### src/rtl/guess_round_ctrl.sv
// Round sequencer for the number-guessing game: target generation, countdown, guess checking.
// Optional magnitude hints are built only when GUESS_HINT_EN is defined.
module guess_round_ctrl #(
    parameter int         ROUND_TIME       = 30,
    parameter int         TICK_DIV         = 50_000_000,
    parameter int         ROUNDS_PER_LEVEL = 5,
    parameter logic [9:0] LFSR_SEED        = 10'h2A5
) (
    input  logic       clk,
    input  logic       restart_n,
    input  logic       start,
    input  logic [1:0] max_digit,
    input  logic [2:0] max_incorrect,
    input  logic       confirm_btn,
    input  logic [9:0] guess,
    output logic [6:0] timer,
    output logic [2:0] incorrect_guesses,
    output logic [2:0] round,
    output logic [9:0] target,
    output logic       correct,
    output logic       wrong,
    output logic       busy,
    output logic       done,
    output logic       timeout,
    output logic       guess_high,
    output logic       guess_low
);

    localparam int              PW           = (TICK_DIV > 1) ? $clog2(TICK_DIV) : 1;
    localparam logic [PW-1:0]   PRESC_MAX    = PW'(TICK_DIV - 1);
    localparam logic [6:0]      ROUND_TIME_V = 7'(ROUND_TIME);
    localparam logic [2:0]      ROUNDS_V     = 3'(ROUNDS_PER_LEVEL);

    typedef enum logic [2:0] {IDLE, LOAD, PLAY, CHECK, DONE} state_t;

    state_t         state_reg, state_next;
    logic [9:0]     lfsr_reg, lfsr_next;
    logic [PW-1:0]  presc_reg, presc_next;
    logic [6:0]     timer_reg, timer_next;
    logic [2:0]     inc_reg, inc_next;
    logic [2:0]     round_reg, round_next;
    logic [9:0]     target_reg, target_next;
    logic [9:0]     guess_reg, guess_next;
    logic           correct_reg, correct_next;
    logic           wrong_reg, wrong_next;
    logic           timeout_reg, timeout_next;
    logic           conf_q_reg;

    logic           conf_edge;
    logic [9:0]     cand;
    logic           cand_ok;
    logic [2:0]     inc_sat;
    logic [2:0]     round_inc;

    assign conf_edge = confirm_btn & ~conf_q_reg;
    assign lfsr_next = {lfsr_reg[8:0], lfsr_reg[9] ^ lfsr_reg[6]};
    assign inc_sat   = (inc_reg == 3'd7) ? 3'd7 : inc_reg + 3'd1;
    assign round_inc = round_reg + 3'd1;

    // Rejection sampling: only in-range candidates become the target.
    always_comb begin
        cand    = {6'd0, lfsr_reg[3:0]};
        cand_ok = (lfsr_reg[3:0] < 4'd10);
        case (max_digit)
            2'd2: begin
                cand    = {3'd0, lfsr_reg[6:0]};
                cand_ok = (lfsr_reg[6:0] < 7'd100);
            end
            2'd3: begin
                cand    = lfsr_reg;
                cand_ok = (lfsr_reg < 10'd1000);
            end
            default: ;
        endcase
    end

    always_ff @(posedge clk or negedge restart_n) begin
        if (!restart_n) begin
            state_reg   <= IDLE;
            lfsr_reg    <= LFSR_SEED;
            presc_reg   <= '0;
            timer_reg   <= '0;
            inc_reg     <= '0;
            round_reg   <= '0;
            target_reg  <= '0;
            guess_reg   <= '0;
            correct_reg <= 1'b0;
            wrong_reg   <= 1'b0;
            timeout_reg <= 1'b0;
            conf_q_reg  <= 1'b0;
        end else begin
            state_reg   <= state_next;
            lfsr_reg    <= lfsr_next;
            presc_reg   <= presc_next;
            timer_reg   <= timer_next;
            inc_reg     <= inc_next;
            round_reg   <= round_next;
            target_reg  <= target_next;
            guess_reg   <= guess_next;
            correct_reg <= correct_next;
            wrong_reg   <= wrong_next;
            timeout_reg <= timeout_next;
            conf_q_reg  <= confirm_btn;
        end
    end

    always_comb begin
        state_next   = state_reg;
        presc_next   = presc_reg;
        timer_next   = timer_reg;
        inc_next     = inc_reg;
        round_next   = round_reg;
        target_next  = target_reg;
        guess_next   = guess_reg;
        correct_next = 1'b0;
        wrong_next   = 1'b0;
        timeout_next = timeout_reg;
        if (start) begin
            round_next   = '0;
            inc_next     = '0;
            timeout_next = 1'b0;
            state_next   = LOAD;
        end else begin
            case (state_reg)
                LOAD: begin
                    if (cand_ok) begin
                        target_next = cand;
                        timer_next  = ROUND_TIME_V;
                        presc_next  = '0;
                        state_next  = PLAY;
                    end
                end
                PLAY: begin
                    if (presc_reg == PRESC_MAX) begin
                        presc_next = '0;
                        if (timer_reg != 7'd0)
                            timer_next = timer_reg - 7'd1;
                    end else begin
                        presc_next = presc_reg + 1'b1;
                    end
                    // A confirm in the expiry cycle still gets checked.
                    if (conf_edge) begin
                        guess_next = guess;
                        state_next = CHECK;
                    end else if (timer_reg == 7'd0) begin
                        timeout_next = 1'b1;
                        state_next   = DONE;
                    end
                end
                CHECK: begin
                    if (guess_reg == target_reg) begin
                        correct_next = 1'b1;
                        round_next   = round_inc;
                        state_next   = (round_inc == ROUNDS_V) ? DONE : LOAD;
                    end else begin
                        wrong_next = 1'b1;
                        inc_next   = inc_sat;
                        if (inc_sat >= max_incorrect) begin
                            state_next = DONE;
                        end else if (timer_reg == 7'd0) begin
                            timeout_next = 1'b1;
                            state_next   = DONE;
                        end else begin
                            state_next = PLAY;
                        end
                    end
                end
                default: ;
            endcase
        end
    end

`ifdef GUESS_HINT_EN
    logic high_reg, low_reg;

    always_ff @(posedge clk or negedge restart_n) begin
        if (!restart_n) begin
            high_reg <= 1'b0;
            low_reg  <= 1'b0;
        end else if (start || state_reg == LOAD ||
                     (state_reg == CHECK && guess_reg == target_reg)) begin
            high_reg <= 1'b0;
            low_reg  <= 1'b0;
        end else if (state_reg == CHECK) begin
            high_reg <= (guess_reg > target_reg);
            low_reg  <= (guess_reg < target_reg);
        end
    end

    assign guess_high = high_reg;
    assign guess_low  = low_reg;
`else
    assign guess_high = 1'b0;
    assign guess_low  = 1'b0;
`endif

    assign timer             = timer_reg;
    assign incorrect_guesses = inc_reg;
    assign round             = round_reg;
    assign target            = target_reg;
    assign correct           = correct_reg;
    assign wrong             = wrong_reg;
    assign timeout           = timeout_reg;
    assign busy              = (state_reg == LOAD) || (state_reg == PLAY) || (state_reg == CHECK);
    assign done              = (state_reg == DONE);

endmodule

### config.mk
export PLATFORM = sky130hd
export DESIGN_NAME = guess_round_ctrl
export DESIGN_NICKNAME = d
export VERILOG_FILES = /design/src/rtl/guess_round_ctrl.sv
export SDC_FILE = /design/constraint.sdc
export NUM_CORES = 1
export LEC_CHECK = 0
export ABC_AREA = 1
export BUFFER_PORTS_ARGS = -buffer_cell sky130_fd_sc_hd__buf_2
export CAP_MARGIN = 30
export CORE_MARGIN = 2
export CORE_UTILIZATION = 47
export DETAILED_ROUTE_END_ITERATION = 8
export HOLD_SLACK_MARGIN = 0.06
export MAX_ROUTING_LAYER = met4
export PLACE_DENSITY = 0.66
export SYNTH_ARGS = -nofsm -noshare
export SYNTH_HDL_FRONTEND = slang
export SYNTH_SLANG_ARGS = --single-unit
### constraint.sdc
create_clock -name clk -period 1.9 [get_ports clk]
set_input_delay 0.38 -clock clk [delete_from_list [all_inputs] [get_ports clk]]
set_output_delay 0.38 -clock clk [all_outputs]
set_load 0.05 [all_outputs]
=== Yosys cells after proc, flatten, opt, wreduce, memory -nomap -nowiden ===
Cells that the tools add are included.

* Reduce and logical (&&, ||, !) cells: 17
* Muxes and demuxes: 37
* $lt $le $gt $ge: 4
* Bitwise gates (word level): 4
* Eq/ne operators: 19
* Add/subtract/negate cells: 4

{| class="wikitable"
|+ Operators by type and width
! cell !! count
|-
| two-way mux 26 bit || 2
|-
| one-hot mux 26 bit (2 select lines) || 1
|-
| two-way mux 3 bit || 15
|-
| adder 26 x 1 -> 26 bit, second input constant || 1
|-
| equality test 26 bit, second input constant || 1
|-
| two-way mux 7 bit || 3
|-
| one-hot mux 10 bit (2 select lines) || 1
|-
| one-hot mux 7 bit (2 select lines) || 1
|-
| inequality test 3 bit, second input constant || 4
|-
| AND reduction 3 bit || 4
|-
| two-way mux 1 bit || 11
|-
| equality test 10 bit || 1
|-
| less-than comparator 10 bit, second input constant || 1
|-
| equality test 3 bit, second input constant || 3
|-
| one-hot mux 3 bit (3 select lines) || 1
|-
| inequality test 2 bit, second input constant || 4
|-
| zero test 7 bit || 1
|-
| less-than comparator 7 bit, second input constant || 1
|-
| nonzero test 7 bit || 1
|-
| subtractor 7 x 1 -> 7 bit, second input constant || 1
|-
| adder 3 x 1 -> 3 bit, second input constant || 2
|-
| equality test 3 x 2 -> 1 bit, second input constant || 2
|-
| nonzero test 2 bit || 3
|-
| AND reduction 5 bit || 1
|-
| 14 further kinds || 19
|}

* Bits of input ports: 19
* Logic and storage cells: 97
* Flip-flop bits (word level): 76

=== Longest topological paths before layout ===
* Depth after elaboration: 7
* Mapped depth: 13
* Gate-level depth less buffers: 13

=== Worst setup path before layout ===
Ideal clock, no wire load.

* Path type: reg-to-reg
* Start: register inc_reg[0] (netlist: incorrect_guesses[0])
* End: register timeout_reg (netlist: timeout)
* Arrival: 1.956 ns
* Required time: 1.781 ns
* Period minus slack after synthesis: 2.075 ns
* Slack: -0.175 ns
* Cell stages (with the launch flop): 10
* Path buffers: 0
* Cells stage by stage: dfrtp_1 ha_1 o21bai_1 ha_1 nand2_1 o211ai_1 nor2_1 o21a_1 nand3_1 nand2_1

* Longest elaborated chain between the ends: 5
* Elaborated cells on any way between the ends: 6
* Classes of those cells: 1 x add/sub; 1 x order compare; 2 x eq/ne; 1 x mux; 1 x reduce/logical

{| class="wikitable"
|+ RTL lines
! what !! line !! RTL
|-
| start: declaration || 40 || <nowiki>logic [2:0] inc_reg, inc_next;</nowiki>
|-
| start signal: assignment || 96 || <nowiki>inc_reg <= inc_next;</nowiki>
|-
| adder 3 x 1 -> 3 bit or equality test 3 bit (tied branches) || 57 || <nowiki>assign inc_sat = (inc_reg == 3'd7) ? 3'd7 : inc_reg + 3'd1;</nowiki>
|-
| two-way mux 3 bit (*) || 57 ||
|-
| >= comparator 3 bit (*) || 158 || <nowiki>if (inc_sat >= max_incorrect) begin</nowiki>
|-
| inequality test 3 bit (no line) (*) || n/a ||
|-
| AND reduction 4 bit (no line) (*) || n/a ||
|-
| end signal: assignment || 102 || <nowiki>timeout_reg <= timeout_next;</nowiki>
|-
| end: declaration || 46 || <nowiki>logic timeout_reg, timeout_next;</nowiki>
|}

Mark *: on every way between the ends. The rest lies on a longest branch, timed or not.
A chain may end at the register's enable or synchronous reset.

=== Worst setup path in the final report ===
* Start: register inc_reg[1] (netlist: incorrect_guesses[1])
* End: register timeout_reg (netlist: timeout)

Same word-level chain as after synthesis.

==> reports/results.ini <==
[status]
status = completed

[grt]
grt_max_degree = 32
grt_use_total_pct = 21.60
grt_first_pass_wirelength_um = 16940
antenna_found_initial = 0
gr-usage-met1_pct = 29.69
grt_overflow = 0
grt_pass1_vias = 3680
grtUsageMet2_pct = 32.64
grt_most_used_layer = met2
met3_usage_pct = 4.457

[worst_setup_path]
reg2reg_depth = 9
critical_path_class = reg2reg
r2r_start = incorrect_guesses[1]$_DFFE_PN0P_
cp_data_required_time_ps = 2150
start_kind = flop
reg2reg_to = timeout$_DFFE_PN0P_
cp.arrival_ps = 2070
rrSetupSlack_ps = 70
cp_max_fo = 2
endpoint_kind = flop

[logic_synthesis]
synth-seq-cells = 76
synth_area_leaders = dfrtp_1, nand2_1, nor2_1, inv_1, nand3_1
syn_inst = 602
synth_largest_area_cell = dfrtp_1
netlist_area_um2 = 4322
synth.top_cell.area_share_pct = 41.11
yosys_warnings = 0
yosysSeqAreaShare_pct = 44.15
ys_types = 35
syn_area_per_cell_um2 = 7.179

[final_layout]
final_cell_mix = nand2_1, nor2_1, dfrtp_1
syn_to_final_growth_pct = 17.60
utilization_pct = 57.72
num_antenna_cells = 0
layout.nets = 698
drive_gt1_share_pct = 17.75
instances_no_fill = 784
fill_cells = 831
seq_area_um2 = 1912
layout_commonest_cell = nand2_1
multi_input_comb_area_um2 = 2175
largest_reg_flops = 26
final_area_um2 = 5082

[detailed_routing]
drc = 0
vias = 3910
post_drt_via_cell_ratio = 4.987
drtAntennaViolNets = 0
drt_pass1_iterations = 5
routedWlPerCell_um = 12.59
wirelength_um = 9873
first_iter_violations = 129

[cts]
cts_tree = yes
clk_pin_slew_ps = 90
cts-root-buf = clkbuf_8
cts.sinks = 76
htreeDepth = 3
numCtsBuffers = 9
insertion_delay_ps = 350
cts_buffer_depth = 2

[floorplan]
core_area_um2 = 8806
rows = 34
dieArea_um2 = 9978
die_h_um = 99.89
initial_core_util_pct = 49.08
io_pins = 49
fp.dieW_um = 99.89

[hold_path]
whs_path_depth = 1
hp-start = confirm_btn
hold_class = in2reg
whs_endpoint = conf_q_reg$_DFF_PN0_

[sta]
rsz0062_at_grt = true
setup_tns_ps = 0
clock.fmax_ghz = 0.5471
hold_viol = 0
post-route-period-util_pct = 96.19
setup_viol = 0
clock_skew_ps = 14.04
period_needed_ps = 1828
finalMaxSlewViolations = 0

[flow_run]
drv_cap = 0

[power_and_ir_drop]
total_power_mw = 4.835
cellLeakagePower_nw = 2.478
power_density_nw_per_um2 = 951.4
vdd_drop_max_mv = 0.6461

[placed_design]
dpl.hpwl_um = 7208
gp_congestion = 0.9428
placedCellCount = 760
placed_area_um2 = 4745
portBuffers = 46

-- Yosys cell counts, drive strengths merged --
master	instances
nor2	89
o21ai	42
dfrtp	71
nor3b	1
nand2	210
xor2	11
clkbuf	2
conb	1
nand3b	3
a21oi	12
clkinv	2
a21o	2
inv	67
o21a	3
or2	3
xnor2	3
dfstp	5
nor3	3
nand4	7
o21bai	2
ha	8
nand3	44
o211ai	1
buf	10
-- area by class of cell --
cell class / count / area share, %
clock buffers: 11 / 2.585
clock inverters: 5 / 0.7632
inverters: 69 / 5.318
multi-input cells: 446 / 42.79
flip-flops and latches: 76 / 37.62
well taps: 108 / 2.659
repair buffers: 68 / 8.124
repair inverters: 1 / 0.1477
-- critical path, stage by stage, from the launching register on --
cell and delay (ps):
dfrtp_2 430, ha_4 240, o21bai_4 180, ha_4 280
nand2_2 40, o211ai_1 180, nor2_1 60, o21a_1 180
nand3_1 80, nand2_1 50
-- what timing repair did --
item                                   in CTS  in global routing
hold buffers                                1                  0
setup buffers                               2                  4
cloned                                      0                  1
setup endpoints to repair                   3                 30
gates resized for setup                     4                 19
endpoints found under the hold margin      26                  0
pin swaps                                   2                  5
-- cell families (layout without fill, tap and decap cells) --
family | count (synthesis) | in the layout | synth area share, %
adders and majority gates | 8 | 8 | 2.316
other | 1 | 2 | 0.08677
and+or+nand+nor | 360 | 360 | 34.68
xor gates and xnor gates | 14 | 14 | 2.837
buffers and inverters | 81 | 154 | 8.019
AOI/OAI and AO/OA | 62 | 62 | 7.904
DFF | 76 | 76 | 44.15
-- per-layer routing --
metal  routed length [um]  part of all wire, %
met5                    0                    0
met4                  133                  1.3
met3                  409                  4.1
met2                 4473                   45
met1                 4856                   49
-- worst max-delay path by stage --
stage                                          start                  endpoint  slack [ps]  cells past startpoint
floorplan           incorrect_guesses[1]$_DFFE_PN0P_       timeout$_DFFE_PN0P_         -50                      9
global placement    incorrect_guesses[1]$_DFFE_PN0P_       timeout$_DFFE_PN0P_          50                      9
detailed placement  incorrect_guesses[1]$_DFFE_PN0P_       timeout$_DFFE_PN0P_          20                      9
CTS                 incorrect_guesses[1]$_DFFE_PN0P_  state_reg[2]$_DFFE_PN0P_           5                     13
global route        incorrect_guesses[1]$_DFFE_PN0P_  state_reg[2]$_DFFE_PN0P_         -60                     11
finish              incorrect_guesses[1]$_DFFE_PN0P_       timeout$_DFFE_PN0P_          70                      9
-- stage by stage --
stage | setup WS [ps] | hold slack, ps
finish | 72.32 | 152.6
global route | -58.46 | 121.0
CTS | 4.920 | 133.4
detailed placement | 16.40 | 335.4
global placement | 49.27 | 335.2
floorplan | -46.49 | 84.41
-- power breakdown --
| group | internal, mW | total (mW) | switching, mW |
|---|---|---|---|
| sequential | 1.83 | 2.00 | 0.180 |
| clock | 0.480 | 1.10 | 0.618 |
| combinational | 0.569 | 1.73 | 1.16 |
| total | 2.87 | 4.84 | 1.96 |
(Power assumes the default switching activity.)
